===== config.mk =====
export PLATFORM = sky130hd
export DESIGN_NAME = pio_edge_capture_fifo
export DESIGN_NICKNAME = d
export VERILOG_FILES = /design/src/rtl/pio_edge_capture_pkg.sv /design/src/rtl/pio_capture_fifo.sv /design/src/rtl/pio_edge_capture_fifo.sv
export SDC_FILE = /design/constraint.sdc
export NUM_CORES = 1
export LEC_CHECK = 0
export CAP_MARGIN = 10
export CORE_ASPECT_RATIO = 0.8
export CORE_UTILIZATION = 53
export CTS_CLUSTER_DIAMETER = 120
export DETAILED_ROUTE_END_ITERATION = 10
export PLACE_DENSITY = 0.84
export SLEW_MARGIN = 25
export SYNTH_ARGS = -nofsm -noshare
export SYNTH_HDL_FRONTEND = slang
export SYNTH_SLANG_ARGS = --single-unit

===== constraint.sdc =====
create_clock -name clk -period 3 [get_ports clk]
set_input_delay 0.45 -clock clk [delete_from_list [all_inputs] [get_ports clk]]
set_output_delay 0.45 -clock clk [all_outputs]
set_load 0.05 [all_outputs]

===== src/rtl/pio_edge_capture_pkg.sv =====
// Shared register map and status bit positions for the edge-capture PIO.
package pio_edge_capture_pkg;

   localparam logic [2:0] ADDR_DATA        = 3'd0;
   localparam logic [2:0] ADDR_RISE_EN     = 3'd1;
   localparam logic [2:0] ADDR_FALL_EN     = 3'd2;
   localparam logic [2:0] ADDR_IRQ_MASK    = 3'd3;
   localparam logic [2:0] ADDR_EDGE_CAP    = 3'd4;
   localparam logic [2:0] ADDR_FIFO_DATA   = 3'd5;
   localparam logic [2:0] ADDR_FIFO_STATUS = 3'd6;

   localparam int ST_EMPTY   = 16;
   localparam int ST_FULL    = 17;
   localparam int ST_OVF     = 31;
   localparam int IRQ_OVF_EN = 31;

endpackage


===== src/rtl/pio_capture_fifo.sv =====
// Synchronous snapshot FIFO; a push while full is accepted only if a pop
// happens in the same cycle, otherwise it is dropped and flagged on drop.
module pio_capture_fifo #(
   parameter int WIDTH      = 14,
   parameter int FIFO_DEPTH = 16
) (
   input  logic                          clk,
   input  logic                          reset_n,
   input  logic                          push,
   input  logic [WIDTH-1:0]              push_data,
   input  logic                          pop,
   output logic [WIDTH-1:0]              head_data,
   output logic                          full,
   output logic                          empty,
   output logic [$clog2(FIFO_DEPTH):0]   level,
   output logic                          drop
);

   localparam int AW = $clog2(FIFO_DEPTH);

   logic [WIDTH-1:0] mem [FIFO_DEPTH];
   logic [AW-1:0]    wr_ptr_q, wr_ptr_d;
   logic [AW-1:0]    rd_ptr_q, rd_ptr_d;
   logic [AW:0]      level_q, level_d;
   logic             do_push, do_pop;

   always_comb begin
      do_pop   = pop & ~empty;
      do_push  = push & (~full | do_pop);
      drop     = push & ~do_push;
      wr_ptr_d = wr_ptr_q;
      rd_ptr_d = rd_ptr_q;
      level_d  = level_q;
      if (do_push) wr_ptr_d = wr_ptr_q + 1'b1;
      if (do_pop)  rd_ptr_d = rd_ptr_q + 1'b1;
      if (do_push && !do_pop)      level_d = level_q + 1'b1;
      else if (!do_push && do_pop) level_d = level_q - 1'b1;
   end

   always_ff @(posedge clk or negedge reset_n) begin
      if (!reset_n) begin
         wr_ptr_q <= '0;
         rd_ptr_q <= '0;
         level_q  <= '0;
      end else begin
         wr_ptr_q <= wr_ptr_d;
         rd_ptr_q <= rd_ptr_d;
         level_q  <= level_d;
      end
   end

   // Storage is not reset: an empty FIFO never exposes its contents.
   always_ff @(posedge clk) begin
      if (do_push) mem[wr_ptr_q] <= push_data;
   end

   assign head_data = mem[rd_ptr_q];
   assign empty     = (level_q == '0);
   assign full      = (level_q == (AW+1)'(FIFO_DEPTH));
   assign level     = level_q;

endmodule


===== src/rtl/pio_edge_capture_fifo.sv =====
// Avalon-MM input PIO with per-bit edge capture, masked IRQ and snapshot FIFO.
// Define PIO_DEBOUNCE_EN to insert a per-bit debounce filter ahead of edge detect.
module pio_edge_capture_fifo
   import pio_edge_capture_pkg::*;
#(
   parameter int WIDTH           = 14,
   parameter int SYNC_STAGES     = 2,
   parameter int FIFO_DEPTH      = 16,
   parameter int DEBOUNCE_CYCLES = 8
) (
   input  logic             clk,
   input  logic             reset_n,
   input  logic [2:0]       address,
   input  logic             chipselect,
   input  logic             read,
   input  logic             write,
   input  logic [31:0]      writedata,
   input  logic [WIDTH-1:0] in_port,
   output logic [31:0]      readdata,
   output logic             irq
);

   localparam int LW = $clog2(FIFO_DEPTH) + 1;

   logic [WIDTH-1:0] sync_q [SYNC_STAGES];
   logic [WIDTH-1:0] sync_d [SYNC_STAGES];
   logic [WIDTH-1:0] raw_s, data_s;
   logic [WIDTH-1:0] prev_q, prev_d;
   logic [WIDTH-1:0] rise_en_q, rise_en_d, fall_en_q, fall_en_d;
   logic [WIDTH-1:0] irq_mask_q, irq_mask_d, edge_cap_q, edge_cap_d;
   logic             irq_ovf_en_q, irq_ovf_en_d;
   logic             ovf_q, ovf_d;
   logic             irq_q, irq_d;
   logic [31:0]      readdata_q, readdata_d;
   logic [WIDTH-1:0] det_edge, cap_clr;
   logic             bus_wr, bus_rd, fifo_pop;
   logic [WIDTH-1:0] fifo_head;
   logic             fifo_full, fifo_empty, fifo_drop;
   logic [LW-1:0]    fifo_level;
   logic             unused_wd;

   assign unused_wd = ^writedata;

   always_comb begin
      sync_d[0] = in_port;
      for (int i = 1; i < SYNC_STAGES; i++) sync_d[i] = sync_q[i-1];
   end

   always_ff @(posedge clk or negedge reset_n) begin
      if (!reset_n) begin
         for (int i = 0; i < SYNC_STAGES; i++) sync_q[i] <= '0;
      end else begin
         for (int i = 0; i < SYNC_STAGES; i++) sync_q[i] <= sync_d[i];
      end
   end

   assign raw_s = sync_q[SYNC_STAGES-1];

`ifdef PIO_DEBOUNCE_EN
   localparam int DBW = $clog2(DEBOUNCE_CYCLES + 1);

   logic [DBW-1:0]   db_cnt_q [WIDTH];
   logic [DBW-1:0]   db_cnt_d [WIDTH];
   logic [WIDTH-1:0] filt_q, filt_d;

   // Counter runs only while raw disagrees with the filtered value; any bounce restarts it.
   always_comb begin
      filt_d = filt_q;
      for (int i = 0; i < WIDTH; i++) begin
         db_cnt_d[i] = '0;
         if (raw_s[i] != filt_q[i]) begin
            if (db_cnt_q[i] == DBW'(DEBOUNCE_CYCLES - 1)) filt_d[i] = raw_s[i];
            else                                          db_cnt_d[i] = db_cnt_q[i] + 1'b1;
         end
      end
   end

   always_ff @(posedge clk or negedge reset_n) begin
      if (!reset_n) begin
         filt_q <= '0;
         for (int i = 0; i < WIDTH; i++) db_cnt_q[i] <= '0;
      end else begin
         filt_q <= filt_d;
         for (int i = 0; i < WIDTH; i++) db_cnt_q[i] <= db_cnt_d[i];
      end
   end

   assign data_s = filt_q;
`else
   logic [31:0] unused_cfg;

   assign unused_cfg = 32'(DEBOUNCE_CYCLES);
   assign data_s     = raw_s;
`endif

   pio_capture_fifo #(
      .WIDTH      (WIDTH),
      .FIFO_DEPTH (FIFO_DEPTH)
   ) u_fifo (
      .clk       (clk),
      .reset_n   (reset_n),
      .push      (|det_edge),
      .push_data (data_s),
      .pop       (fifo_pop),
      .head_data (fifo_head),
      .full      (fifo_full),
      .empty     (fifo_empty),
      .level     (fifo_level),
      .drop      (fifo_drop)
   );

   always_comb begin
      bus_wr       = chipselect & write;
      bus_rd       = chipselect & read;
      prev_d       = data_s;
      det_edge     = (data_s & ~prev_q & rise_en_q) | (~data_s & prev_q & fall_en_q);
      fifo_pop     = bus_rd && (address == ADDR_FIFO_DATA);
      rise_en_d    = rise_en_q;
      fall_en_d    = fall_en_q;
      irq_mask_d   = irq_mask_q;
      irq_ovf_en_d = irq_ovf_en_q;
      cap_clr      = '0;
      ovf_d        = ovf_q;

      if (bus_wr) begin
         case (address)
            ADDR_RISE_EN:  rise_en_d = writedata[WIDTH-1:0];
            ADDR_FALL_EN:  fall_en_d = writedata[WIDTH-1:0];
            ADDR_IRQ_MASK: begin
               irq_mask_d   = writedata[WIDTH-1:0];
               irq_ovf_en_d = writedata[IRQ_OVF_EN];
            end
            ADDR_EDGE_CAP:    cap_clr = writedata[WIDTH-1:0];
            ADDR_FIFO_STATUS: if (writedata[ST_OVF]) ovf_d = 1'b0;
            default: ;
         endcase
      end

      // A new edge or dropped snapshot wins over a same-cycle clear.
      edge_cap_d = (edge_cap_q & ~cap_clr) | det_edge;
      if (fifo_drop) ovf_d = 1'b1;

      irq_d = |(edge_cap_q & irq_mask_q) | (ovf_q & irq_ovf_en_q);

      readdata_d = readdata_q;
      if (bus_rd) begin
         case (address)
            ADDR_DATA:      readdata_d = 32'(data_s);
            ADDR_RISE_EN:   readdata_d = 32'(rise_en_q);
            ADDR_FALL_EN:   readdata_d = 32'(fall_en_q);
            ADDR_IRQ_MASK:  readdata_d = 32'(irq_mask_q) | (32'(irq_ovf_en_q) << IRQ_OVF_EN);
            ADDR_EDGE_CAP:  readdata_d = 32'(edge_cap_q);
            ADDR_FIFO_DATA: readdata_d = fifo_empty ? 32'd0 : 32'(fifo_head);
            ADDR_FIFO_STATUS: begin
               readdata_d         = 32'(fifo_level);
               readdata_d[ST_EMPTY] = fifo_empty;
               readdata_d[ST_FULL]  = fifo_full;
               readdata_d[ST_OVF]   = ovf_q;
            end
            default:        readdata_d = 32'd0;
         endcase
      end
   end

   always_ff @(posedge clk or negedge reset_n) begin
      if (!reset_n) begin
         prev_q       <= '0;
         rise_en_q    <= '0;
         fall_en_q    <= '0;
         irq_mask_q   <= '0;
         irq_ovf_en_q <= 1'b0;
         edge_cap_q   <= '0;
         ovf_q        <= 1'b0;
         irq_q        <= 1'b0;
         readdata_q   <= '0;
      end else begin
         prev_q       <= prev_d;
         rise_en_q    <= rise_en_d;
         fall_en_q    <= fall_en_d;
         irq_mask_q   <= irq_mask_d;
         irq_ovf_en_q <= irq_ovf_en_d;
         edge_cap_q   <= edge_cap_d;
         ovf_q        <= ovf_d;
         irq_q        <= irq_d;
         readdata_q   <= readdata_d;
      end
   end

   assign readdata = readdata_q;
   assign irq      = irq_q;

endmodule


==> results.sh <==
export IMPL_postRouteAntennaNets=0
export IMPL_viasPerCell=6.13
export IMPL_relSlewSlack_pct=53.2
export IMPL_nFillCells=1781
export IMPL_cts_buffers=34
export IMPL_place_worst_setup_slack_ps=-186
export IMPL_skew_ps=23.7
export IMPL_clkTransAtPathRegs_ps=60
export IMPL_rr_worst_depth=12
export IMPL_synth_area_leaders="edfxtp_1 47%, dfrtp_1 23%, mux4_2 9.8%, mux2_2 3.7%, mux2i_1 1.9%"
export IMPL_n_antenna_cell=0
export IMPL_yosysTopAreaCell="edfxtp_1"
export IMPL_end_kind="flip-flop"
export IMPL_synth_cells=841
export IMPL_firstDrtPassIters=6
export IMPL_crit_path_start="data_s[7]$_DFF_PN0_"
export IMPL_yosysSeqAreaShare_pct=69.3
export IMPL_hold_path_class="reg -> reg"
export IMPL_setup_viol=0
export IMPL_r2r_end="u_fifo.level[4]$_DFFE_PN0P_"
export IMPL_peakVddDrop_v=0.000623
export IMPL_synth_cell_types=49
export IMPL_clk_latency_ps=510
export IMPL_route_detailed_drc=0
export IMPL_final_cells=1354
export IMPL_final_setup_tns_ps=0
export IMPL_die_h_um=150
export IMPL_power_density_nw_per_um2=871
export IMPL_start_util_pct=54.4
export IMPL_synth_area_sq_um=14400
export IMPL_r2r_setup_slack_ps=150
export IMPL_post_route_period_util_pct=95.0
export IMPL_portBuffers=54
export IMPL_gp_congestion=0.889
export IMPL_dp_cells=1292
export IMPL_clock_sinks=355
export IMPL_grt_start_max_net_pins=76
export IMPL_clockBufferDepth=3
export IMPL_htree_levels=2
export IMPL_post_drt_wl_per_cell_um=24.2
export IMPL_multi_input_area_sq_um=4170
export IMPL_synth_most_common_cell="edfxtp_1"
export IMPL_nets=1036
export IMPL_grt_util_all_layers_pct=24.0
export IMPL_synth_top_cells_by_count="224 x edfxtp_1, 131 x dfrtp_1, 63 x mux4_2"
export IMPL_start_kind="flip-flop"
export IMPL_cp_required_ps=3370
export IMPL_overflow=0
export IMPL_core_area_sq_um=26500
export IMPL_slew_violations=0
export IMPL_synth_seq_cells=355
export IMPL_syn2layout_area_growth_pct=17.8
export IMPL_rows=53
export IMPL_status="finished clean"
export IMPL_hold_start="sync_d[2]$_DFF_PN0_"
export IMPL_die_area_sq_um=27900
export IMPL_syn_area_per_cell_sq_um=17.2
export IMPL_crit_end="u_fifo.level[4]$_DFFE_PN0P_"
export IMPL_drive_above_1_share_pct=26.0
export IMPL_synth_warnings=0
export IMPL_path_class="reg -> reg"
export IMPL_tritoncts="done"
export IMPL_grt_pass1_vias=8499
export IMPL_synth_edff_count=224
export IMPL_wl_um=32800
export IMPL_maxCapViolations=0
export IMPL_setup_ws_ps=151
export IMPL_final_util_pct=64.1
export IMPL_synth_main_ff_cell="edfxtp_1"
export IMPL_synth_top_area_share_pct=46.6
export IMPL_vias=8305
export IMPL_ctsRootBufferMaster="clkbuf_16"
export IMPL_fin_crit_ps=2850
export IMPL_fmaxAchievable_mhz=351
export IMPL_p_leak_nw=6.18
export IMPL_r2r_start="data_s[7]$_DFF_PN0_"
export IMPL_synth_async_reset_ratio_pct=36.9
export IMPL_dpl_hpwl_um=21000
export IMPL_seqCellArea_sq_um=10000
export IMPL_cp_max_fo=4
export IMPL_worstMarginPinSlew_ps=702
export IMPL_rsz0062_at_grt="no"
export IMPL_finalHoldViolCount=0
export IMPL_num_io_pins=87
export IMPL_first_iter_violations=857
export IMPL_antenna_found_initial=0
export IMPL_die_width_um=186
export IMPL_grt_pass1_wl_um=49900
export IMPL_worstPathArrival_ps=3220
-- cell usage in the layout, fill, tap and decap left out, drive strengths merged, types with 5 or more instances in the layout --
master / n
o21ai: 27
nor2: 21
mux2: 54
a211oi: 10
and3: 13
edfxtp: 224
xnor2: 7
clkinv: 11
nor2b: 18
clkdlybuf4s50: 53
a31oi: 8
nand3b: 14
a21o: 16
dfrtp: 131
o221ai: 15
buf: 83
clkbuf: 44
nand2: 61
conb: 15
inv: 7
mux2i: 28
a221o: 5
and4: 5
mux4: 63
a21oi: 16
ha: 9
-- sequential cells by signal, indices dropped and copies added (netlist names), 4 cells and up --
register         cells
irq_mask_q          14
u_fifo.wr_ptr_q      4
data_s              14
rise_en_q           14
u_fifo.level         5
readdata            17
u_fifo.rd_ptr_q      4
u_fifo.mem         224
fall_en_q           14
edge_cap_q          14
sync_d              14
prev_q              14
-- where the power goes --
group          switching [W]  internal [W]
combinational        0.00202       0.00185
clock                0.00177       0.00250
sequential          0.000542       0.00612
total                0.00433        0.0105
-- worst max-delay path, cell delays in order (launching register included) --
cell and delay [ps]:
dfrtp_1 400, nand2_1 80, o21ai_0 420, nor4_4 90
a41oi_2 300, ha_2 260, inv_2 70, fa_1 400
a21o_1 180, a21oi_1 180, xnor2_1 130, nor2_1 60
xor2_1 140
-- stage by stage --
step / hold WS, ps / total power [W] / cell area, sq um
2_1_floorplan: 154 / 0.00911 / 14500
3_3_place_gp: 333 / 0.0103 / 15800
3_5_place_dp: 336 / 0.0105 / 15800
4_1_cts: 349 / 0.0148 / 17000
5_1_grt: 356 / 0.0154 / 17000
6_report: 348 / 0.0148 / 17000
-- cells by family after synthesis --
| kind of cell | share of synthesized area, % |
|---|---|
| buffers and inverters | 2.40 |
| XOR/XNOR | 0.546 |
| AND/OR/NAND/NOR | 5.58 |
| multiplexers | 16.0 |
| flip-flops | 69.3 |
| other | 0.0260 |
| adder cells (fa/ha/maj) | 0.919 |
| AO/OA/AOI/OAI | 5.20 |
-- cell type report --
| type | instances | share of cell area (%) |
|---|---|---|
| Timing Repair Buffer | 137 | 7.24 |
| Inverter | 6 | 0.133 |
| Clock buffer | 44 | 5.60 |
| Multi-Input combinational cell | 438 | 24.5 |
| Clock inverter | 17 | 0.950 |
| Tap cell | 357 | 2.63 |
| Sequential cell | 355 | 58.9 |
-- metal layers --
metal  share of wire [%]  GRT usage (%)  vias to the layer above
met2                  47           37.6                      443
li1                    -              -                     3531
met1                  41           33.2                     4253
met3                 9.4           5.70                       78
met5                   0              0                        -
met4                 3.3           8.81                        0
-- how the worst min path moves through the flow --
stage	end	cells after the start
after floorplan	data_s[0]$_DFF_PN0_	0
after global placement	data_s[9]$_DFF_PN0_	0
after detailed placement	data_s[9]$_DFF_PN0_	0
after CTS	data_s[2]$_DFF_PN0_	0
after global routing	data_s[2]$_DFF_PN0_	0
final	data_s[2]$_DFF_PN0_	0
-- repair_timing --
item,CTS,global route
endpoints found under the hold margin,38,0
buffers inserted,0,0
resized for setup,2,11
setup endpoints to repair,2,2
hold buffers,1,0
pin swaps,1,3
Note: power is estimated with default switching activity, not from simulation.
